===== src/rtl/key_pkg.sv =====
// Shared definitions for the key event queue: event type codes, key FSM states
// and small helpers for building events and cleaning raw matrix codes.
package key_pkg;

    localparam int CODE_W = 6;
    localparam int EVT_W  = 8;

    typedef enum logic [1:0] {
        EVT_NONE    = 2'b00,
        EVT_PRESS   = 2'b01,
        EVT_RELEASE = 2'b10,
        EVT_REPEAT  = 2'b11
    } evt_type_t;

    typedef enum logic [1:0] {
        ST_IDLE   = 2'd0,
        ST_HOLD   = 2'd1,
        ST_REPEAT = 2'd2
    } key_state_t;

    function automatic logic [EVT_W-1:0] make_evt(input evt_type_t t, input logic [CODE_W-1:0] code);
        return {t, code};
    endfunction

    // A code with an empty row or column field cannot come from a real key.
    function automatic logic [CODE_W-1:0] normalise(input logic [CODE_W-1:0] raw);
        return (raw[2:0] == 3'd0 || raw[5:3] == 3'd0) ? '0 : raw;
    endfunction

endpackage


===== src/rtl/key_evt_fifo.sv =====
// First-word-fall-through event FIFO; the head entry is presented while valid,
// pushes into a full FIFO are dropped unless a pop frees a slot in the same cycle.
module key_evt_fifo #(
    parameter int DEPTH = 4,
    parameter int WIDTH = 8
) (
    input  logic                     CLK_LOW,
    input  logic                     RST_N,
    input  logic                     push,
    input  logic [WIDTH-1:0]         push_data,
    input  logic                     pop_req,
    output logic                     valid,
    output logic [WIDTH-1:0]         head_data,
    output logic [$clog2(DEPTH):0]   count,
    output logic                     drop
);

    localparam int PTR_W = $clog2(DEPTH);
    localparam logic [PTR_W:0] FULL_CNT = (PTR_W+1)'(DEPTH);

    logic [WIDTH-1:0] mem [DEPTH];
    logic [PTR_W-1:0] wr_ptr_reg, wr_ptr_next;
    logic [PTR_W-1:0] rd_ptr_reg, rd_ptr_next;
    logic [PTR_W:0]   count_reg, count_next;
    logic             full;
    logic             do_pop;
    logic             do_push;

    always_comb begin
        full        = (count_reg == FULL_CNT);
        do_pop      = pop_req && (count_reg != '0);
        do_push     = push && (!full || do_pop);
        drop        = push && full && !do_pop;
        wr_ptr_next = wr_ptr_reg;
        rd_ptr_next = rd_ptr_reg;
        count_next  = count_reg;
        if (do_push) begin
            wr_ptr_next = wr_ptr_reg + 1'b1;
        end
        if (do_pop) begin
            rd_ptr_next = rd_ptr_reg + 1'b1;
        end
        case ({do_push, do_pop})
            2'b10:   count_next = count_reg + 1'b1;
            2'b01:   count_next = count_reg - 1'b1;
            default: count_next = count_reg;
        endcase
    end

    // Storage carries no reset; the head is masked to zero while empty.
    always_ff @(posedge CLK_LOW) begin
        if (do_push) begin
            mem[wr_ptr_reg] <= push_data;
        end
    end

    always_ff @(posedge CLK_LOW) begin
        if (!RST_N) begin
            wr_ptr_reg <= '0;
            rd_ptr_reg <= '0;
            count_reg  <= '0;
        end else begin
            wr_ptr_reg <= wr_ptr_next;
            rd_ptr_reg <= rd_ptr_next;
            count_reg  <= count_next;
        end
    end

    assign valid     = (count_reg != '0);
    assign head_data = valid ? mem[rd_ptr_reg] : '0;
    assign count     = count_reg;

endmodule


===== src/rtl/key_event_queue.sv =====
// Keypad front end: debounces the raw matrix code, turns stable-code changes and
// long holds into press/release/repeat events and queues them for a consumer.
module key_event_queue
    import key_pkg::*;
#(
    parameter int DEB_CNT    = 4,
    parameter int HOLD_DLY   = 50,
    parameter int REPEAT_PER = 10,
    parameter int FIFO_DEPTH = 4
) (
    input  logic                          CLK_LOW,
    input  logic                          RST_N,
    input  logic [5:0]                    KEY_VALUE,
    input  logic                          EVT_READY,
    input  logic                          OVF_CLR,
    output logic                          EVT_VALID,
    output logic [7:0]                    EVT_DATA,
    output logic [$clog2(FIFO_DEPTH):0]   EVT_CNT,
    output logic                          OVERFLOW
);

    localparam logic [7:0]  DEB_LAST  = 8'(DEB_CNT - 1);
    localparam logic [15:0] HOLD_LAST = 16'(HOLD_DLY - 1);
    localparam logic [15:0] REP_LAST  = 16'(REPEAT_PER - 1);

    logic [CODE_W-1:0] key_norm;
    logic [CODE_W-1:0] cand_reg, cand_next;
    logic [7:0]        deb_cnt_reg, deb_cnt_next;
    logic [CODE_W-1:0] stable_reg, stable_next;
    key_state_t        state_reg, state_next;
    logic [15:0]       timer_reg, timer_next;
    logic [15:0]       timer_last;
    logic              pend_reg, pend_next;
    logic [CODE_W-1:0] pend_code_reg, pend_code_next;
    logic              ovf_reg, ovf_next;

    logic              commit;
    logic              commit_push;
    logic [EVT_W-1:0]  commit_evt;
    logic              rpt_due;
    logic              push;
    logic [EVT_W-1:0]  push_data;
    logic              fifo_drop;

    always_comb begin
        key_norm       = normalise(KEY_VALUE);
        cand_next      = cand_reg;
        deb_cnt_next   = deb_cnt_reg;
        stable_next    = stable_reg;
        state_next     = state_reg;
        timer_next     = timer_reg;
        pend_next      = 1'b0;
        pend_code_next = pend_code_reg;
        commit_push    = 1'b0;
        commit_evt     = '0;
        rpt_due        = 1'b0;
        push           = 1'b0;
        push_data      = '0;
        timer_last     = (state_reg == ST_HOLD) ? HOLD_LAST : REP_LAST;

        if (key_norm == cand_reg) begin
            if (deb_cnt_reg != 8'hFF) begin
                deb_cnt_next = deb_cnt_reg + 1'b1;
            end
        end else begin
            cand_next    = key_norm;
            deb_cnt_next = '0;
        end

        commit = (deb_cnt_reg == DEB_LAST) && (cand_reg != stable_reg);

        case (state_reg)
            ST_IDLE: begin
                if (commit) begin
                    stable_next = cand_reg;
                    state_next  = ST_HOLD;
                    timer_next  = '0;
                    commit_push = 1'b1;
                    commit_evt  = make_evt(EVT_PRESS, cand_reg);
                end
            end
            ST_HOLD, ST_REPEAT: begin
                if (commit) begin
                    stable_next = cand_reg;
                    timer_next  = '0;
                    commit_push = 1'b1;
                    commit_evt  = make_evt(EVT_RELEASE, stable_reg);
                    if (cand_reg == '0) begin
                        state_next = ST_IDLE;
                    end else begin
                        // Key-to-key change: the press of the new key follows next cycle.
                        state_next     = ST_HOLD;
                        pend_next      = 1'b1;
                        pend_code_next = cand_reg;
                    end
                end else if (timer_reg == timer_last) begin
                    timer_next = '0;
                    state_next = ST_REPEAT;
                    rpt_due    = 1'b1;
                end else begin
                    timer_next = timer_reg + 1'b1;
                end
            end
            default: begin
                state_next = ST_IDLE;
            end
        endcase

        // One push per cycle: deferred press first, then commit, then repeat.
        if (pend_reg) begin
            push      = 1'b1;
            push_data = make_evt(EVT_PRESS, pend_code_reg);
        end else if (commit_push) begin
            push      = 1'b1;
            push_data = commit_evt;
        end else if (rpt_due) begin
            push      = 1'b1;
            push_data = make_evt(EVT_REPEAT, stable_reg);
        end

        if (fifo_drop) begin
            ovf_next = 1'b1;
        end else if (OVF_CLR) begin
            ovf_next = 1'b0;
        end else begin
            ovf_next = ovf_reg;
        end
    end

    always_ff @(posedge CLK_LOW) begin
        if (!RST_N) begin
            cand_reg      <= '0;
            deb_cnt_reg   <= '0;
            stable_reg    <= '0;
            state_reg     <= ST_IDLE;
            timer_reg     <= '0;
            pend_reg      <= 1'b0;
            pend_code_reg <= '0;
            ovf_reg       <= 1'b0;
        end else begin
            cand_reg      <= cand_next;
            deb_cnt_reg   <= deb_cnt_next;
            stable_reg    <= stable_next;
            state_reg     <= state_next;
            timer_reg     <= timer_next;
            pend_reg      <= pend_next;
            pend_code_reg <= pend_code_next;
            ovf_reg       <= ovf_next;
        end
    end

    key_evt_fifo #(
        .DEPTH (FIFO_DEPTH),
        .WIDTH (EVT_W)
    ) u_fifo (
        .CLK_LOW   (CLK_LOW),
        .RST_N     (RST_N),
        .push      (push),
        .push_data (push_data),
        .pop_req   (EVT_READY),
        .valid     (EVT_VALID),
        .head_data (EVT_DATA),
        .count     (EVT_CNT),
        .drop      (fifo_drop)
    );

    assign OVERFLOW = ovf_reg;

endmodule


===== config.mk =====
export PLATFORM = sky130hd
export DESIGN_NAME = key_event_queue
export DESIGN_NICKNAME = d
export VERILOG_FILES = /design/src/rtl/key_pkg.sv /design/src/rtl/key_evt_fifo.sv /design/src/rtl/key_event_queue.sv
export SDC_FILE = /design/constraint.sdc
export NUM_CORES = 1
export LEC_CHECK = 0
export ABC_AREA = 1
export CORE_ASPECT_RATIO = 0.9
export CORE_MARGIN = 2
export CORE_UTILIZATION = 50
export DETAILED_ROUTE_END_ITERATION = 8
export MAX_ROUTING_LAYER = met4
export PLACE_DENSITY = 0.67
export SLEW_MARGIN = 30
export SYNTH_ARGS = -nofsm -noshare
export SYNTH_HDL_FRONTEND = slang
export SYNTH_SLANG_ARGS = --single-unit
export TNS_END_PERCENT = 1

===== constraint.sdc =====
create_clock -name CLK_LOW -period 3.45 [get_ports CLK_LOW]
set_clock_uncertainty 0.05 [all_clocks]
set_input_delay 1.035 -clock CLK_LOW [delete_from_list [all_inputs] [get_ports CLK_LOW]]
set_output_delay 1.035 -clock CLK_LOW [all_outputs]
set_load 0.03 [all_outputs]

==> run_results.csv <==
group,metric,value,unit
run_status,status,"completed",
clocking,path_clk_slew,0.09,ns
synth,synth_edf_count,32,
power,seq_power_share,56.5,%
sta,hold_slack,0.425,ns
power,pwr-share-comb,5.0,%
synth,synth_area_per_cell,7.80,um2
power,power.share.clock,38.5,%
sta,period_share,96.0,%
min_path,hold_path.startpoint,"OVERFLOW",
route,drtPass1Iterations,4,
synth,synthAdderAreaFrac,3.75,%
placement,dp_hpwl,6760,um
synth,ys_types,33,
synth,yosys.area_share.simple,30.5,%
synth,async_flop_share,0,%
min_path,hp-class,"reg2reg",
placement,port_buffers,22,
placement,placed_cells,715,
clocking,clk_latency,0.35,ns
sta,finalHoldViolCount,0,
route,ant_nets,0,
clocking,cts_buffers,9,
die,die_height,94.4,um
layout,largest_register_ffs,32,
clocking,cts_tree,"built",
setup_path,path_max_fanout,10,
sta,maxSlewViolCount,0,
setup_path,crit_arrival,2.23,ns
layout,areaGrowthSynthToFinish,11.8,%
route,remaining_drc_errors,0,
die,dieWidth,104,um
clocking,cts-root-buf,"clkbuf_8",
clocking,post_cts_resized,0,
route,vias_per_cell,5.11,
synth,synth_top_family_by_area,"simple AND/OR/NAND/NOR gates",
clocking,htree_num_levels,3,
sta,fmax,302,MHz
clocking,cts_hold_buf,0,
die,initial_core_util,52.2,%
placement,pre_cts_ws,0.329,ns
power,peakVddDrop,238,uV
synth,synth_top_flop_cell,"dfxtp_1",
layout,fin_cells,731,
setup_path,r2r_start,"state_reg[0]",
sta,worst_slew_pin_slew,0.651,ns
clocking,post_cts.repair.setup_buffers,0,
global_routing,grt_pass1_vias,3508,
power,swShare,24.1,%
setup_path,start_kind,"flop",
power,p_int,1.44,mW
synth,synth-xor-area-share,3.09,%
synth,synth_nets,605,
synth,syn-cell-area,4540,um2
clocking,cts_max_path_buffers,2,
synth,ys_seq_area_share,45.4,%
setup_path,critical_path_class,"reg2out",
global_routing,grt_start_max_net_pins,32,
route,wl_per_cell,12.7,um
synth,synth_mux_area_share,0,%
setup_path,cp.required,2.36,ns
global_routing,grtUsageTotal,20.6,%
power,power.density,373,nW/um2
die,die_area,9850,um2
global_routing,antenna_found_initial,0,
clocking,cts_sinks,87,
die,row_count,32,
power,power,1.89,mW
synth,synth_compound_area_share,10.3,%
die,ios,23,
placement,gp_congestion,0.870,
synth,ys_warn_count,0,
sta,min_period,3.31,ns
sta,setup_ws,0.139,ns
route,drt_wl_total,9300,um
setup_path,end_kind,"output port",
power,netSwitchingPower,0.456,mW
sta,setup_viol,0,
sta,max_slew_margin,56.6,%
global_routing,grt-ovfl-total,0,
die,coreArea,8690,um2
power,p_leak,1.94,nW
run,drv_cap,0,
synth,synth-seq-cells,87,
sta,rsz0062_at_grt,"yes",
layout,layout-drive-gt1-share,8.66,%
layout,final_nets,630,
synth,syn_inst,582,
route,dr_total_vias,3733,
layout,n_antenna_cell,0,
global_routing,grt_first_pass_wirelength,16000,um
sta,fin_tns_setup,0,ns
route,drtIter0Drc,270,
cell type report:
cell class	count	area (um2)
clock buffer	9	124
inverter	58	218
sequential	87	2060
clock inverter	7	78.8
timing repair buffer	29	275
fill	841	3620
multi-input combinational	422	2160
tap	119	149
power by group through the flow:
| stage | registers [mW] | logic [mW] | clock network [mW] |
|---|---|---|---|
| 6_report | 1.07 | 0.0947 | 0.729 |
| 5_1_grt | 1.07 | 0.106 | 0.790 |
| 4_1_cts | 1.07 | 0.0948 | 0.755 |
| 3_5_place_dp | 1.09 | 0.0943 | 0 |
| 3_3_place_gp | 1.09 | 0.0944 | 0 |
| 2_1_floorplan | 1.09 | 0.0711 | 0 |
layer usage:
metal | global-route usage [%] | share of wire, % | routed length [um] | up-vias
li1 | - | - | - | 1944
met1 | 25.7 | 48 | 4490 | 1703
met2 | 33.6 | 47 | 4390 | 76
met3 | 4.69 | 3.6 | 334 | 10
met4 | 6.53 | 0.95 | 88 | 0
met5 | - | 0 | 0 | -
worst max-delay path, stage by stage, from the launching register on:
cell             delay [ns]
dfxtp_1                0.52
buf_4                  0.22
nor2_1                 0.06
nor2_1                 0.10
o21ai_0                0.10
a21oi_1                0.17
clkdlybuf4s50_1        0.70
stage by stage:
step / area (um2) / util [%]
finish: 5070 / 58.4
global route: 5070 / 58.4
CTS: 5070 / 58.3
detailed placement: 4870 / 56.0
global placement: 4870 / 56.0
floorplan: 4540 / -
cell usage in the layout (no fill, tap or decap), types with 6 or more instances in the layout:
master and instances:
nor2_2 6, nand2_1 111, dfxtp_1 55, edfxtp_1 32
nand3_1 32, nor3_1 11, inv_1 49, a21oi_1 54
xor2_1 15, clkdlybuf4s50_1 21, nor2_1 121, buf_4 7
nand4_1 11, inv_2 6, clkbuf_8 9, o21ai_0 25
ha_1 12
synth_stat cells, types with 2 or more instances:
master | instances | share of area [%]
nand3_1 | 32 | 3.5
nand4_1 | 11 | 1.5
edfxtp_1 | 32 | 21
ha_1 | 12 | 3.3
nand2_1 | 111 | 9.2
nor2_2 | 6 | 0.83
buf_2 | 2 | 0.22
xor2_1 | 15 | 2.9
buf_6 | 4 | 0.99
dfxtp_1 | 55 | 24
o21ai_0 | 25 | 2.8
a21oi_2 | 4 | 0.77
nor2_1 | 121 | 10
inv_2 | 6 | 0.50
nor2_8 | 2 | 0.88
clkbuf_1 | 8 | 0.66
nand3_4 | 4 | 1.5
inv_1 | 49 | 4.1
nor3_1 | 11 | 1.2
clkinv_1 | 3 | 0.25
nand2_2 | 4 | 0.55
a21oi_1 | 54 | 6.0
path summary, 6_finish.rpt:
check | to | slack [ns] | depth (start not counted)
min reg2reg | OVERFLOW | 0.43 | 2
max reg2reg | u_fifo.count[2] | 0.64 | 12
min | OVERFLOW | 0.43 | 2
max | EVT_DATA[5] | 0.14 | 6
kinds of logic (layout without fill, tap and decap cells):
logic type,after synthesis,in the layout
flip-flops,87,87
XOR/XNOR,16,16
buffers and inverters,73,103
AO/OA/AOI/OAI,87,87
AND/OR/NAND/NOR,306,306
adder cells (fa/ha/maj),13,13
Note: power is estimated with default switching activity, not from simulation.
